===== src/rtl/alu_seq_ctrl.sv =====
// Sequential ALU with start/busy/done handshake, shift-add multiplier and registered flags.
// Optional signed-overflow flag enabled by defining ALU_SEQ_OVF_EN (default build ties ovf to 0).
module alu_seq_ctrl #(
    parameter int WIDTH = 4
) (
    input  logic                 clock_placa,
    input  logic                 reset,
    input  logic                 start,
    input  logic [4:0]           comando,
    input  logic [WIDTH-1:0]     x1,
    input  logic [WIDTH-1:0]     x2,
    output logic                 busy,
    output logic                 done,
    output logic [2*WIDTH-1:0]   y,
    output logic                 carry_out,
    output logic                 zero,
    output logic                 err,
    output logic                 ovf,
    output logic [1:0]           estado
);

    localparam int CW = $clog2(WIDTH);
    localparam logic [CW-1:0]      CNT_LAST = CW'(WIDTH - 1);
    localparam logic [WIDTH:0]     WIDTH_V  = (WIDTH + 1)'(WIDTH);
    localparam logic [2*WIDTH-1:0] Y_ZERO   = {(2*WIDTH){1'b0}};

    typedef enum logic [1:0] {
        IDLE = 2'd0,
        EXEC = 2'd1,
        MUL  = 2'd2,
        DONE = 2'd3
    } state_t;

    state_t               state_r;
    state_t               state_next_s;
    logic [WIDTH-1:0]     a_r;
    logic [WIDTH-1:0]     b_r;
    logic [4:0]           op_r;
    logic [CW-1:0]        cnt_r;
    logic [2*WIDTH-1:0]   acc_r;

    logic [WIDTH:0]       sum_s;
    logic [WIDTH:0]       diff_s;
    logic                 shift_big_s;
    logic [2*WIDTH-1:0]   res_s;
    logic                 carry_s;
    logic                 err_s;
    logic                 zero_s;
    logic [2*WIDTH-1:0]   pp_s;
    logic [2*WIDTH-1:0]   prod_next_s;

    assign busy   = (state_r != IDLE);
    assign done   = (state_r == DONE);
    assign estado = state_r;

    // State register
    always_ff @(posedge clock_placa or posedge reset) begin
        if (reset) begin
            state_r <= IDLE;
        end else begin
            state_r <= state_next_s;
        end
    end

    // Next-state logic; start is only honoured in IDLE
    always_comb begin
        state_next_s = state_r;
        case (state_r)
            IDLE: begin
                if (start) begin
                    state_next_s = (comando == 5'd2) ? MUL : EXEC;
                end else begin
                    state_next_s = IDLE;
                end
            end
            EXEC: state_next_s = DONE;
            MUL: begin
                if (cnt_r == CNT_LAST) begin
                    state_next_s = DONE;
                end else begin
                    state_next_s = MUL;
                end
            end
            DONE:    state_next_s = IDLE;
            default: state_next_s = IDLE;
        endcase
    end

    assign sum_s       = {1'b0, a_r} + {1'b0, b_r};
    assign diff_s      = {1'b0, a_r} - {1'b0, b_r};
    assign shift_big_s = ({1'b0, b_r} >= WIDTH_V);
    assign pp_s        = b_r[cnt_r] ? ({{WIDTH{1'b0}}, a_r} << cnt_r) : Y_ZERO;
    assign prod_next_s = acc_r + pp_s;

    // Single-cycle result for every non-multiply opcode; borrow is bit WIDTH of the difference
    always_comb begin
        res_s   = Y_ZERO;
        carry_s = 1'b0;
        err_s   = 1'b0;
        case (op_r)
            5'd0: begin
                res_s   = {{(WIDTH-1){1'b0}}, sum_s};
                carry_s = sum_s[WIDTH];
            end
            5'd1: begin
                res_s   = {{WIDTH{1'b0}}, diff_s[WIDTH-1:0]};
                carry_s = diff_s[WIDTH];
            end
            5'd3: res_s = {{WIDTH{1'b0}}, a_r & b_r};
            5'd4: res_s = {{WIDTH{1'b0}}, a_r | b_r};
            5'd5: res_s = {{WIDTH{1'b0}}, a_r ^ b_r};
            5'd6: res_s = shift_big_s ? Y_ZERO : {{WIDTH{1'b0}}, a_r << b_r};
            5'd7: res_s = shift_big_s ? Y_ZERO : {{WIDTH{1'b0}}, a_r >> b_r};
            default: begin
                res_s = Y_ZERO;
                err_s = 1'b1;
            end
        endcase
        zero_s = err_s ? 1'b0 : (res_s == Y_ZERO);
    end

`ifdef ALU_SEQ_OVF_EN
    logic ovf_s;

    // Signed overflow: operand signs agree (add) or differ (sub) and the result sign flips
    always_comb begin
        case (op_r)
            5'd0:    ovf_s = (a_r[WIDTH-1] == b_r[WIDTH-1]) && (sum_s[WIDTH-1] != a_r[WIDTH-1]);
            5'd1:    ovf_s = (a_r[WIDTH-1] != b_r[WIDTH-1]) && (diff_s[WIDTH-1] != a_r[WIDTH-1]);
            default: ovf_s = 1'b0;
        endcase
    end
`else
    assign ovf = 1'b0;
`endif

    // Operand capture, multiplier accumulation and result/flag update on entry to DONE
    always_ff @(posedge clock_placa or posedge reset) begin
        if (reset) begin
            a_r       <= {WIDTH{1'b0}};
            b_r       <= {WIDTH{1'b0}};
            op_r      <= 5'd0;
            cnt_r     <= {CW{1'b0}};
            acc_r     <= Y_ZERO;
            y         <= Y_ZERO;
            carry_out <= 1'b0;
            zero      <= 1'b0;
            err       <= 1'b0;
`ifdef ALU_SEQ_OVF_EN
            ovf       <= 1'b0;
`endif
        end else begin
            case (state_r)
                IDLE: begin
                    if (start) begin
                        a_r   <= x1;
                        b_r   <= x2;
                        op_r  <= comando;
                        cnt_r <= {CW{1'b0}};
                        acc_r <= Y_ZERO;
                    end
                end
                EXEC: begin
                    y         <= res_s;
                    carry_out <= carry_s;
                    zero      <= zero_s;
                    err       <= err_s;
`ifdef ALU_SEQ_OVF_EN
                    ovf       <= ovf_s;
`endif
                end
                MUL: begin
                    acc_r <= prod_next_s;
                    cnt_r <= cnt_r + CW'(1);
                    if (cnt_r == CNT_LAST) begin
                        y         <= prod_next_s;
                        carry_out <= 1'b0;
                        zero      <= (prod_next_s == Y_ZERO);
                        err       <= 1'b0;
`ifdef ALU_SEQ_OVF_EN
                        ovf       <= 1'b0;
`endif
                    end
                end
                default: begin
                end
            endcase
        end
    end

endmodule


===== config.mk =====
export PLATFORM = sky130hd
export DESIGN_NAME = alu_seq_ctrl
export DESIGN_NICKNAME = d
export VERILOG_FILES = /design/src/rtl/alu_seq_ctrl.sv
export SDC_FILE = /design/constraint.sdc
export NUM_CORES = 1
export LEC_CHECK = 0
export CAP_MARGIN = 20
export CELL_PAD_IN_SITES_DETAIL_PLACEMENT = 1
export CELL_PAD_IN_SITES_GLOBAL_PLACEMENT = 2
export CORE_MARGIN = 2
export CORE_UTILIZATION = 25
export CTS_BUF_LIST = sky130_fd_sc_hd__clkbuf_4 sky130_fd_sc_hd__clkbuf_8
export CTS_CLUSTER_DIAMETER = 40
export DETAILED_ROUTE_END_ITERATION = 8
export PLACE_DENSITY = 0.59
export SLEW_MARGIN = 40
export SYNTH_ARGS = -nofsm -noshare
export SYNTH_HDL_FRONTEND = slang
export SYNTH_SLANG_ARGS = --single-unit

===== constraint.sdc =====
create_clock -name clock_placa -period 7 [get_ports clock_placa]
set_clock_uncertainty 0.15 [all_clocks]
set_input_delay 0.7 -clock clock_placa [delete_from_list [all_inputs] [get_ports clock_placa]]
set_output_delay 0.7 -clock clock_placa [all_outputs]
set_load 0.1 [all_outputs]

### Word-level counts from Yosys, hierarchy flattened

Cells that the tools add are included.

| word-level totals | value |
|---|---|
| bits in registers | 36 |
| latch bits | 0 |
| memory bits (writable) | 0 |
| memory bits (read-only) | 0 |
| bits of input ports | 16 |
| output and inout bits | 16 |
| memories kept | 0 |

| cells by class | value |
|---|---|
| add/subtract/negate cells | 4 |
| multiply operators | 0 |
| divide/modulo/power cells | 0 |
| magnitude comparators | 2 |
| equality and inequality tests | 13 |
| shifts and indexed selects | 3 |
| muxes and demuxes | 24 |
| bitwise logic cells | 3 |
| reduce and logical (&&, ||, !) cells | 11 |

Operators by type and width:

| operator | count |
|---|---|
| $pmux W5 S7 | 1 |
| $pmux W8 S2 | 2 |
| $mux W8 | 3 |
| $eq A5 B3 Y1 const B | 4 |
| $logic_not A8 Y1 | 2 |
| $eq A5 B2 Y1 const B | 2 |
| $add A8 B8 Y8 | 1 |
| $mux W4 | 2 |
| $pmux W1 S2 | 4 |
| $pmux W2 S4 | 1 |
| $shl A4 B2 Y8 | 1 |
| $reduce_or A7 Y1 | 1 |
| $eq A2 B2 Y1 const B | 3 |
| $mux W1 | 6 |
| $mux W2 | 3 |
| $reduce_and A2 Y1 | 3 |
| $reduce_bool A2 Y1 | 3 |
| $add A4 B4 Y5 | 1 |
| $eq A5 B1 Y1 const B | 1 |
| $logic_not A5 Y1 | 1 |
| $sub A4 B4 Y5 | 1 |
| $and A4 B4 Y4 | 1 |
| $ge A4 B3 Y1 const B | 1 |
| $ne A2 B2 Y1 const B | 2 |
| other kinds (10) | 10 |

### Logic depth before layout (Yosys ltp)

Gate-level depths: netlist of run 1.

| depth | value |
|---|---|
| word-level depth | 7 |
| gate-level depth with buffers | 13 |

### Worst setup path after synthesis of run 1

OpenSTA, ideal clock, no wires.

| timing | value |
|---|---|
| path kind | reg2reg |
| start | register b_r[1] |
| end | register zero |
| library setup time | 0.120 ns |
| arrival | 2.750 ns |
| slack | 3.979 ns |
| stages on the path, launching flop included | 12 |
| buffers on the path | 1 |
| clock period less this slack | 3.021 ns |
| cell sequence | dfrtp_1 clkbuf_8 mux4_2 and2_1 ha_1 nor2_1 nor2_1 a21o_1 or3_1 a31oi_1 xor2_1 a41o_1 |

| on the way | value |
|---|---|
| cells in the longest elaborated chain, start to end | 7 |

RTL lines:

| element | line | source |
|---|---|---|
| start, declared | 37 | `logic [WIDTH-1:0] b_r;` |
| start signal, assigned | 141 | `b_r <= {WIDTH{1'b0}};` |
| $bmux W1 S2 | 92 | `assign pp_s = b_r[cnt_r] ? ({{WIDTH{1'b0}}, a_r} << cnt_r) : Y_ZERO;` |
| $mux W1 (not written as such) | 92 |  |
| $mux W8 | 92 |  |
| $add A8 B8 Y8 | 93 | `assign prod_next_s = acc_r + pp_s;` |
| $logic_not A8 Y1 | 178 | `zero <= (prod_next_s == Y_ZERO);` |
| $mux W1 | 175 | `if (cnt_r == CNT_LAST) begin` |
| $pmux W1 S2 * | 153 | `case (state_r)` |
| end signal, assigned | 166 | `zero <= zero_s;` |
| end signal, assigned | 178 |  |
| end, declared | 16 | `output logic zero,` |

Every way passes the cells marked *; elsewhere a longest branch is shown, timed or not. The select of a mux whose other input is x is not followed.
A chain may end at the register's enable or synchronous reset.

### Worst setup path after layout of run 1

| timing | value |
|---|---|
| start | register cnt_r[0] |
| end | register zero |

| on the way | value |
|---|---|
| cells in the longest elaborated chain, start to end | 7 |

RTL lines:

| element | line | source |
|---|---|---|
| start, declared | 39 | `logic [CW-1:0] cnt_r;` |
| start signal, assigned | 143 | `cnt_r <= {CW{1'b0}};` |
| start signal, assigned | 159 | `cnt_r <= {CW{1'b0}};` |
| start signal, assigned | 174 | `cnt_r <= cnt_r + CW'(1);` |
| $bmux W1 S2 | 92 |  |
| $mux W1 (not written as such) | 92 |  |
| $mux W8 | 92 |  |
| $add A8 B8 Y8 | 93 |  |
| $logic_not A8 Y1 | 178 |  |
| $mux W1 | 175 |  |
| $pmux W1 S2 | 153 |  |

Several ways; a longest one is shown, not always the timed one. The select of a mux whose other input is x is not followed.

==> qor.txt, run 1 <==
======================================================================================
Result of the run                                                            completed
All-Layer GR Usage                                                               0.144
Number of placement rows                                                            38
Shortest period the worst path allows                                          3.36 ns
Vias in the first global route                                                    2403
Max incr delay on CP                                                           0.66 ns
Post-synth ARST share                                                             1.00
Power share of the clock group                                                   0.111
Post-Synthesis Cells                                                               295
Routability congestion estimate from global placement                            0.800
H-tree depth                                                                         2
Die X-Extent                                                                    108 um
Launching instance or port of the critical path                               cnt_r[0]
Min Hold Slack                                                                0.338 ns
Clock slew at the register clock pins of the worst setup and hold paths        0.08 ns
CP max stage cell                                                         sky130_fd_sc_hd__dfrtp_1
Avg Vias per Cell                                                                 4.86
Register area share after synthesis                                              0.331
Latest clock arrival within the worst-skew pair                                0.30 ns
Fill cell total of the finished layout                                            1295
Count of buffer and inverter cells on the critical path                              0
Most numerous cell on the critical path                                   sky130_fd_sc_hd__nor2_1
Kind of start point of the critical path                                      register
Fin cells                                                                          460
Maximum clock path buffer count                                                      2
Sink Count                                                                          36
Routed Wire Length                                                             7720 um
Layout Utilization                                                               0.291
Distinct cell type count of the synthesized netlist                                 63
Area of the multi-input gates                                               1640 sq um
Layout area overhead                                                             14.7%
Reg-to-reg critical path endpoint                                                 zero
Total setup violations reported at the end of the flow                               0
Worst-Margin Slew                                                             0.655 ns
Total Neg Setup Slack                                                             0 ns
Number of buffers inserted for hold repair after clock tree synthesis                0
I/O pin count                                                                       32
WL per Instance                                                                16.8 um
Fraction of final layout cells sized beyond drive strength 1                     0.153
Internal                                                                        683 uW
Kind of end point of the critical path                                        register
Switching power share of the total                                               0.543
Worst voltage drop across the vdd grid                                          237 uV
Final Total Pwr                                                                1.49 mW
Achievable clock frequency                                                     298 MHz
Number of cells on the critical path                                                10
Total count of max-transition violations in the final report                         0
Syn_nets                                                                           338
Syn Area/Cell                                                               9.22 sq um
Total power density per cell area                                          478 nW/um^2
Critical Setup Path Class                                                 register to register
Leading register cell type out of synthesis                               sky130_fd_sc_hd__dfrtp_1
Peak fanout along the critical path                                                 16
Worst r2r src                                                                 cnt_r[0]
Netlist Area Pre-Place                                                      2720 sq um
Number of failing hold endpoints at the final stage                                  0
Cell type group with the largest total delay on the critical path         compound AO/OA/AOI/OAI gates
End of the critical path                                                          zero
Arrival time worst endpoint                                                    3.39 ns
Net count of the finished layout                                                   362
Die boundary height                                                             108 um
Net switching power                                                             811 uW
Antenna violations before repair                                                     0
Remaining global-route overflow                                                      0
Routed via count                                                                  2234
Data required time of the worst path                                           7.04 ns
Num CTS Buffers                                                                      5
Number of enable flip-flop cells after synthesis                                     0
Final clock period utilization by the worst path                                 0.479
Number of buffers added on ports                                                    30
DPL Wire Length                                                                5900 um
Footprint of the flip-flops and latches                                      901 sq um
Number of antenna repair diodes                                                      0
Number of cells after detailed placement                                           452
Detail Route Antenna Nets                                                            0
Register-to-Register Setup Slack                                               3.64 ns
Sequential fraction of design power                                              0.281
TritonCTS clock tree                                                             built
Hold WC Path Type                                                         register to register
Count of warnings emitted by yosys                                                   0
Remaining routing DRC violations                                                     0
Die area                                                                   11700 sq um
Initial Util                                                                     0.253
Synthesis-stage register bit count                                                  36
Core area                                                                  10700 sq um
Leakage power figure                                                           1.43 nW
CP cell instances                                                         mux4_2, and2_1, ha_1, nor2_1, nor2_1, a21o_1, or3_1, a31oi_1, xor2_1, a41o_1
Number of cells upsized or downsized after cts                                       0
Detailed-routing iteration count for the pre-antenna-repair pass                     4
Max_cap viols                                                                        0
Reg2Reg Depth                                                                       10
Buffers inserted by post-CTS timing repair                                           0
Pin count of the biggest net entering global routing                                37
Combinational fraction of design power                                           0.608
Unrepaired setup endpoints after global routing                                     no
Violation count after the first detailed-routing iteration                          87
First-pass GRT wire length                                                    13100 um
Relative slew slack                                                              0.562
Clk Tree Root Cell                                                        sky130_fd_sc_hd__clkbuf_8
======================================================================================
[layout by cell type (no fill, tap or decap), types with 2 or more instances in the layout]
| cell | n |
|---|---|
| sky130_fd_sc_hd__and2_1 | 3 |
| sky130_fd_sc_hd__nand3_1 | 3 |
| sky130_fd_sc_hd__nor2_1 | 12 |
| sky130_fd_sc_hd__nor3_1 | 7 |
| sky130_fd_sc_hd__or4_1 | 2 |
| sky130_fd_sc_hd__or3_1 | 2 |
| sky130_fd_sc_hd__a21oi_1 | 13 |
| sky130_fd_sc_hd__o21ai_0 | 24 |
| sky130_fd_sc_hd__o22ai_1 | 3 |
| sky130_fd_sc_hd__nor4_1 | 2 |
| sky130_fd_sc_hd__mux2_2 | 16 |
| sky130_fd_sc_hd__ha_1 | 24 |
| sky130_fd_sc_hd__dfrtp_1 | 36 |
| sky130_fd_sc_hd__nor3b_1 | 2 |
| sky130_fd_sc_hd__a221oi_1 | 2 |
| sky130_fd_sc_hd__inv_1 | 18 |
| sky130_fd_sc_hd__xor2_1 | 7 |
| sky130_fd_sc_hd__nand2_1 | 37 |
| sky130_fd_sc_hd__nand3b_1 | 2 |
| sky130_fd_sc_hd__o31ai_1 | 5 |
| sky130_fd_sc_hd__a21o_1 | 4 |
| sky130_fd_sc_hd__clkbuf_8 | 6 |
| sky130_fd_sc_hd__a31oi_1 | 6 |
| sky130_fd_sc_hd__nand2b_1 | 4 |
| sky130_fd_sc_hd__buf_2 | 15 |
| sky130_fd_sc_hd__o21bai_1 | 2 |
| sky130_fd_sc_hd__buf_4 | 2 |
| sky130_fd_sc_hd__o2bb2ai_1 | 2 |
| sky130_fd_sc_hd__o211ai_1 | 2 |
| sky130_fd_sc_hd__fa_1 | 3 |
| sky130_fd_sc_hd__clkdlybuf4s50_1 | 15 |
| sky130_fd_sc_hd__a211oi_1 | 3 |
| sky130_fd_sc_hd__mux2i_1 | 4 |
| sky130_fd_sc_hd__nor2b_1 | 4 |
[area by class of cell]
| class | instances | area share |
|---|---|---|
| multi-input cells | 225 | 0.524 |
| repair buffers | 32 | 0.0770 |
| clock inverters | 1 | 0.00240 |
| well taps | 140 | 0.0561 |
| clock buffers | 7 | 0.0289 |
| inverters | 19 | 0.0228 |
| flip-flops and latches | 36 | 0.289 |
[tightest hold or removal path, stage by stage (launching register included)]
cell	delay, ns
sky130_fd_sc_hd__dfrtp_1	0.35
sky130_fd_sc_hd__nand2_1	0.05
sky130_fd_sc_hd__o21ai_0	0.06
[how the worst min path moves through the flow]
stage / slack, ns / cells after the start / endpoint / start
finish: 0.34 / 2 / acc_r[0] / acc_r[0]
global route: 0.39 / 2 / y[4] / y[4]
CTS: 0.34 / 2 / acc_r[5] / acc_r[5]
detailed placement: 0.32 / 2 / acc_r[5] / acc_r[5]
global placement: 0.32 / 2 / acc_r[0] / acc_r[0]
floorplan: 0.31 / 2 / acc_r[5] / acc_r[5]
[sequential cells by signal (all words and copies together) (netlist names)]
name / count
carry_out: 1
estado: 2
y: 8
b_r: 4
op_r: 5
err: 1
zero: 1
acc_r: 8
cnt_r: 2
a_r: 4
[power groups by stage]
stage / sequential, mW / combinational [mW] / clock (mW)
2_1_floorplan: 0.487 / 0.649 / 0
3_3_place_gp: 0.424 / 0.947 / 0
3_5_place_dp: 0.427 / 0.917 / 0
4_1_cts: 0.422 / 0.923 / 0.177
5_1_grt: 0.445 / 1.01 / 0.183
6_report: 0.420 / 0.908 / 0.166
[cells in the mapped netlist, drive strengths merged (4+ instances only)]
cell,n,area [sq um]
a31oi,6,37.5
nor2,12,45.0
a21oi,13,65.1
nand2,37,139
nand2b,4,25.0
dfrtp,36,901
mux2,17,191
a21o,5,38.8
ha,24,300
o31ai,5,37.5
xor2,7,61.3
clkbuf,12,90.1
nor2b,4,25.0
nor3,7,35.0
o21ai,25,125
inv,19,71.3
mux2i,4,40.0
[cells by family after synthesis]
group                      Yosys count  synth area share
other                                1           0.00138
and+or+nand+nor                     88             0.161
muxes                               22            0.0933
xor gates and xnor gates             8            0.0257
DFF                                 36             0.331
AOI/OAI and AO/OA                   79             0.188
adders and majority gates           27             0.132
buffers and inverters               34            0.0676
[through the flow]
| step | worst slack [ns] | cell area, sq um |
|---|---|---|
| 2_1_floorplan | 3.98 | 2720 |
| 5_1_grt | 3.38 | 3120 |
| 4_1_cts | 3.65 | 3120 |
| 3_5_place_dp | 3.67 | 3020 |
| 3_3_place_gp | 3.73 | 3100 |
| 6_report | 3.64 | 3120 |
[routing by layer]
metal	up-vias	wire [um]	part of all wire	global-route usage
li1	1102	-	-	-
met1	1099	3950	0.51	0.201
met2	28	3560	0.46	0.236
met3	5	135	0.017	0.0211
met4	0	74	0.0096	0.0330
met5	-	0	0	0
No activity file was read; power rests on OpenSTA's default activity.
==> inputs of run 2 (changes only) <==
Settings changed: PLACE_DENSITY 0.59 to 0.62.
Clock period 7 ns to 2.9 ns, I/O delays scaled along.
==> qor.txt, run 2 (synthesis results as in run 1) <==
======================================================================================
Leading registers by flop count                                           acc_r x8, y x8, op_r x5   unchanged
Unrepaired setup endpoints after global routing                                    yes   was no
Commonest non-fill, non-tap cell in the layout                            sky130_fd_sc_hd__buf_4   was sky130_fd_sc_hd__nand2_1
Number of antenna repair diodes                                                      0   unchanged
Layout area overhead                                                             26.7%   was 14.7%
Critical Setup Path Class                                                 register to register   unchanged
Net count of the finished layout                                                   391   was 362
Layout Utilization                                                               0.321   was 0.291
TritonCTS clock tree                                                             built   unchanged
Vias in the first global route                                                    2515   was 2403
Die area                                                                   11700 sq um   unchanged
I/O pin count                                                                       32   unchanged
All-Layer GR Usage                                                               0.147   was 0.144
Max_cap viols                                                                        0   unchanged
Data required time of the worst path                                           2.93 ns   was 7.04 ns
Fraction of final layout cells sized beyond drive strength 1                     0.269   was 0.153
Number of failing hold endpoints at the final stage                                  0   unchanged
Number of buffers added on ports                                                    30   unchanged
Total count of max-transition violations in the final report                         0   unchanged
Maximum clock path buffer count                                                      2   unchanged
Total power density per cell area                                         1160 nW/um^2   was 478 nW/um^2
Detailed-routing iteration count for the pre-antenna-repair pass                     4   unchanged
Top library cells by usage in the layout, fill and taps aside             46 x sky130_fd_sc_hd__buf_4, 37 x sky130_fd_sc_hd__nand2_1, 31 x sky130_fd_sc_hd__dfrtp_1, 24 x sky130_fd_sc_hd__o21ai_0, 23 x sky130_fd_sc_hd__ha_1   was 37 x sky130_fd_sc_hd__nand2_1, 36 x sky130_fd_sc_hd__dfrtp_1, 24 x sky130_fd_sc_hd__o21ai_0, 24 x sky130_fd_sc_hd__ha_1, 18 x sky130_fd_sc_hd__inv_1
Num CTS Buffers                                                                      5   unchanged
Sink Count                                                                          36   unchanged
First-pass GRT wire length                                                    13300 um   was 13100 um
Worst-Margin Slew                                                             0.504 ns   was 0.655 ns
Antenna violations before repair                                                     0   unchanged
Post-placement setup slack                                                  -0.0486 ns   was 3.67 ns
Achievable clock frequency                                                     354 MHz   was 298 MHz
Clock slew at the register clock pins of the worst setup and hold paths        0.08 ns   about the same
Leakage power figure                                                           1.58 nW   was 1.43 nW
Number of placement rows                                                            38   unchanged
Kind of start point of the critical path                                      register   unchanged
Pin count of the biggest net entering global routing                                24   was 37
Avg Vias per Cell                                                                 4.85   was 4.86
Arrival time worst endpoint                                                    2.86 ns   was 3.39 ns
Die boundary height                                                             108 um   unchanged
Routability congestion estimate from global placement                            0.799   was 0.800
Clk Tree Root Cell                                                        sky130_fd_sc_hd__clkbuf_8   unchanged
Violation count after the first detailed-routing iteration                          87   unchanged
Total setup violations reported at the end of the flow                               0   unchanged
Hold WC Path Type                                                         primary input to asynchronous set/reset pin   was register to register
Initial Util                                                                     0.253   unchanged
Die X-Extent                                                                    108 um   unchanged
Number of buffers inserted for hold repair after clock tree synthesis                0   unchanged
Remaining global-route overflow                                                      0   unchanged
Final clock period utilization by the worst path                                 0.975   was 0.479
Latest clock arrival within the worst-skew pair                                0.29 ns   was 0.30 ns
H-tree depth                                                                         2   unchanged
Worst voltage drop across the vdd grid                                          523 uV   was 237 uV
Final WS setup                                                               0.0722 ns   was 3.64 ns
Routed via count                                                                  2370   was 2234
Kind of end point of the critical path                                        register   unchanged
Shortest period the worst path allows                                          2.83 ns   was 3.36 ns
DPL Wire Length                                                                6510 um   was 5900 um
Fill cell total of the finished layout                                            1307   was 1295
Result of the run                                                            completed   unchanged
Peak fanout along the critical path                                                  3   was 16
WL per Instance                                                                16.9 um   was 16.8 um
Routed Wire Length                                                             8250 um   was 7720 um
Remaining routing DRC violations                                                     0   unchanged
Core area                                                                  10700 sq um   unchanged
Relative slew slack                                                              0.662   was 0.562
Detail Route Antenna Nets                                                            0   unchanged
======================================================================================
run 2: cell types whose count changed in the layout (fill, tap and decap cells not counted), sizes merged:
cell / change
buf: +29
clkinv: +1
clkinvlp: -1
run 2: stage by stage:
step	hold slack [ns]	instances	power [mW]	TNS, ns	cell area, sq um
after CTS	0.168	488	3.99	0	3400
after global routing	0.216	489	4.31	-0.0898	3450
after detailed placement	0.325	479	3.57	-0.0735	3290
final	0.175	489	3.99	0	3450
after floorplan	0.278	295	2.76	-0.0285	2740
after global placement	0.318	479	3.54	0	3290
run 2: layout make-up:
type                            count  area [sq um]  share of cell area
Timing Repair Buffer               61           495               0.144
Sequential cell                    36           907               0.263
Clock buffer                        7          83.8              0.0243
Inverter                           19          71.3              0.0207
Multi-Input combinational cell    225          1710               0.496
Tap cell                          140           175              0.0508
Clock inverter                      1          5.00             0.00145
run 2: where the power goes:
| group | switching, mW | internal (mW) | total (mW) |
|---|---|---|---|
| clock network | 0.187 | 0.188 | 0.374 |
| logic | 1.71 | 1.06 | 2.78 |
| registers | 0.164 | 0.674 | 0.838 |
| total | 2.06 | 1.93 | 3.99 |
run 2: layer usage:
metal	routed length, um	vias to the layer above	track usage
met5	0	-	0
met4	70	0	0.0330
met3	210	5	0.0235
met2	3950	37	0.249
met1	4020	1180	0.198
li1	-	1148	-
run 2: path summary, 6_finish.rpt:
check                           startpoint  slack [ns]  cells after the start  endpoint
worst max-delay path              cnt_r[0]        0.07                     10      zero
worst min-delay path                 reset        0.17                      3      y[4]
worst max register to register    cnt_r[0]        0.07                     10      zero
worst min register to register        y[4]        0.34                      2      y[4]
max in group asynchronous            reset        2.09                      3    b_r[1]
min in group clock_placa              y[4]        0.34                      2      y[4]
run 2: timing repair:
| item | CTS | global route |
|---|---|---|
| gates resized for setup | 2 | 10 |
| pin swaps | 1 | 3 |
| setup buffers | 1 | 1 |
| setup endpoints to repair | 2 | 8 |
run 2: worst max-delay path, cell delays in order (launching register included):
cell and delay, ns:
sky130_fd_sc_hd__dfrtp_1 0.37, sky130_fd_sc_hd__mux4_2 0.52, sky130_fd_sc_hd__and2_4 0.16, sky130_fd_sc_hd__ha_4 0.16
sky130_fd_sc_hd__a211oi_2 0.15, sky130_fd_sc_hd__nor2_1 0.09, sky130_fd_sc_hd__a21o_1 0.20, sky130_fd_sc_hd__or3_4 0.35
sky130_fd_sc_hd__a31oi_4 0.24, sky130_fd_sc_hd__xor2_2 0.09, sky130_fd_sc_hd__a41o_1 0.23
==> inputs of run 3 (changes only) <==
Settings changed: CORE_MARGIN 2 to not set.
==> qor.txt, run 3 (synthesis results as in run 1) <==
======================================================================================
Result of the run                                                            completed   unchanged
Net count of the finished layout                                                   394   was 391
Num CTS Buffers                                                                      5   unchanged
Routed via count                                                                  2357   was 2370
Peak fanout along the critical path                                                  3   unchanged
Cell area after layout                                                      3550 sq um   was 3450 sq um
Fill cell total of the finished layout                                            1213   was 1307
Routed Wire Length                                                             7880 um   was 8250 um
Footprint of the flip-flops and latches                                      906 sq um   was 907 sq um
Total Neg Setup Slack                                                             0 ns   unchanged
Detailed-routing iteration count for the pre-antenna-repair pass                     4   unchanged
Layout area overhead                                                             30.5%   was 26.7%
Total count of max-transition violations in the final report                         0   unchanged
Data required time of the worst path                                           2.94 ns   was 2.93 ns
Shortest period the worst path allows                                          2.82 ns   was 2.83 ns
I/O pin count                                                                       32   unchanged
Reg-to-reg critical path endpoint                                                 zero   unchanged
WL per Instance                                                                16.1 um   was 16.9 um
Number of buffers added on ports                                                    30   unchanged
Total power density per cell area                                         1160 nW/um^2   about the same
Number of failing hold endpoints at the final stage                                  0   unchanged
Number of placement rows                                                            37   was 38
Max_cap viols                                                                        0   unchanged
Fin cells                                                                          488   was 489
Hold WC Path Type                                                         primary input to asynchronous set/reset pin   unchanged
Violation count after the first detailed-routing iteration                          61   was 87
Clock slew at the register clock pins of the worst setup and hold paths        0.08 ns   about the same
Detail Route Antenna Nets                                                            0   unchanged
Avg Vias per Cell                                                                 4.83   was 4.85
Kind of start point of the critical path                                      register   unchanged
Reg2Reg Depth                                                                       10   unchanged
Sink Count                                                                          36   unchanged
Remaining global-route overflow                                                      0   unchanged
Critical Setup Path Class                                                 register to register   unchanged
Final clock period utilization by the worst path                                 0.972   was 0.975
DPL Wire Length                                                                6250 um   was 6510 um
Commonest non-fill, non-tap cell in the layout                            sky130_fd_sc_hd__buf_4   unchanged
Area of the multi-input gates                                               1760 sq um   was 1710 sq um
Antenna violations before repair                                                     0   unchanged
Core area                                                                  10400 sq um   was 10700 sq um
Remaining routing DRC violations                                                     0   unchanged
Vias in the first global route                                                    2514   was 2515
Register-to-Register Setup Slack                                               0.08 ns   was 0.07 ns
Latest clock arrival within the worst-skew pair                                0.29 ns   about the same
H-tree depth                                                                         2   unchanged
Arrival time worst endpoint                                                    2.86 ns   about the same
Maximum clock path buffer count                                                      2   unchanged
Number of cells after detailed placement                                           478   was 479
Worst r2r src                                                                 cnt_r[0]   unchanged
Launching instance or port of the critical path                               cnt_r[0]   unchanged
Top library cells by usage in the layout, fill and taps aside             47 x sky130_fd_sc_hd__buf_4, 37 x sky130_fd_sc_hd__nand2_1, 32 x sky130_fd_sc_hd__dfrtp_1, 23 x sky130_fd_sc_hd__o21ai_0, 21 x sky130_fd_sc_hd__ha_1   was 46 x sky130_fd_sc_hd__buf_4, 37 x sky130_fd_sc_hd__nand2_1, 31 x sky130_fd_sc_hd__dfrtp_1, 24 x sky130_fd_sc_hd__o21ai_0, 23 x sky130_fd_sc_hd__ha_1
Clk Tree Root Cell                                                        sky130_fd_sc_hd__clkbuf_8   unchanged
Area post-placement                                                         3320 sq um   was 3290 sq um
End of the critical path                                                          zero   unchanged
Unrepaired setup endpoints after global routing                                    yes   unchanged
Total setup violations reported at the end of the flow                               0   unchanged
TritonCTS clock tree                                                             built   unchanged
Die boundary height                                                             106 um   was 108 um
Pin count of the biggest net entering global routing                                37   was 24
Die X-Extent                                                                    106 um   was 108 um
All-Layer GR Usage                                                               0.152   was 0.147
Die area                                                                   11300 sq um   was 11700 sq um
Leakage power figure                                                           1.61 nW   was 1.58 nW
Number of antenna repair diodes                                                      0   unchanged
Initial Util                                                                     0.261   was 0.253
Kind of end point of the critical path                                        register   unchanged
Number of buffers inserted for hold repair after clock tree synthesis                0   unchanged
Fraction of final layout cells sized beyond drive strength 1                     0.304   was 0.269
Achievable clock frequency                                                     355 MHz   was 354 MHz
Worst voltage drop across the vdd grid                                          583 uV   was 523 uV
Routability congestion estimate from global placement                            0.770   was 0.799
First-pass GRT wire length                                                    13300 um   about the same
Leading registers by flop count                                           acc_r x8, y x8, op_r x5   unchanged
======================================================================================
[run 3: timing repair]
item	CTS	global route
pin swaps	2	11
hold endpoints to repair	0	0
setup buffers	0	2
endpoints found under the setup margin	2	9
gates resized for setup	1	24
[run 3: worst max-delay path, cell delays in order, from the launching register on]
cell and delay (ns):
sky130_fd_sc_hd__dfrtp_1 0.41, sky130_fd_sc_hd__mux4_2 0.54, sky130_fd_sc_hd__and2_4 0.17, sky130_fd_sc_hd__ha_4 0.17
sky130_fd_sc_hd__a211oi_2 0.16, sky130_fd_sc_hd__nor2_2 0.07, sky130_fd_sc_hd__a21o_1 0.17, sky130_fd_sc_hd__or3_4 0.34
sky130_fd_sc_hd__a31oi_4 0.23, sky130_fd_sc_hd__xor2_2 0.10, sky130_fd_sc_hd__a41o_1 0.21
[run 3: report_power, final]
part,switching [mW],leakage [nW],total (mW),internal (mW)
clock network,0.202,0.0586,0.467,0.265
registers,0.158,0.462,0.831,0.673
logic,1.72,1.09,2.82,1.10
total,2.08,1.61,4.12,2.04
[run 3: cell type report]
cell class | count | area share
Clock inverter | 2 | 0.00986
Timing Repair Buffer | 64 | 0.150
Multi-Input combinational cell | 225 | 0.495
Sequential cell | 36 | 0.255
Clock buffer | 6 | 0.0215
Inverter | 19 | 0.0201
Tap cell | 136 | 0.0479
[run 3: per-layer routing]
layer | track usage | up-vias | routed length (um)
met2 | 0.254 | 30 | 3740
met5 | 0 | - | 0
met4 | 0.0357 | 0 | 70
li1 | - | 1165 | -
met3 | 0.0190 | 6 | 180
met1 | 0.209 | 1156 | 3890
[run 3: worst min path at each step]
| stage | end | cells after the start |
|---|---|---|
| after detailed placement | y[5] | 2 |
| after CTS | y[4] | 3 |
| final | err | 3 |
| after global routing | err | 3 |
| after global placement | y[5] | 2 |
| after floorplan | estado[0] | 2 |
[run 3: through the flow]
step,hold slack [ns],power [mW],util,setup slack (ns)
after floorplan,0.278,2.76,-,-0.0285
after global placement,0.316,3.54,0.318,0.0440
after detailed placement,0.327,3.56,0.318,-0.00539
after CTS,0.279,4.04,0.330,0.00628
after global routing,0.343,4.48,0.341,-0.0578
final,0.258,4.12,0.341,0.0811
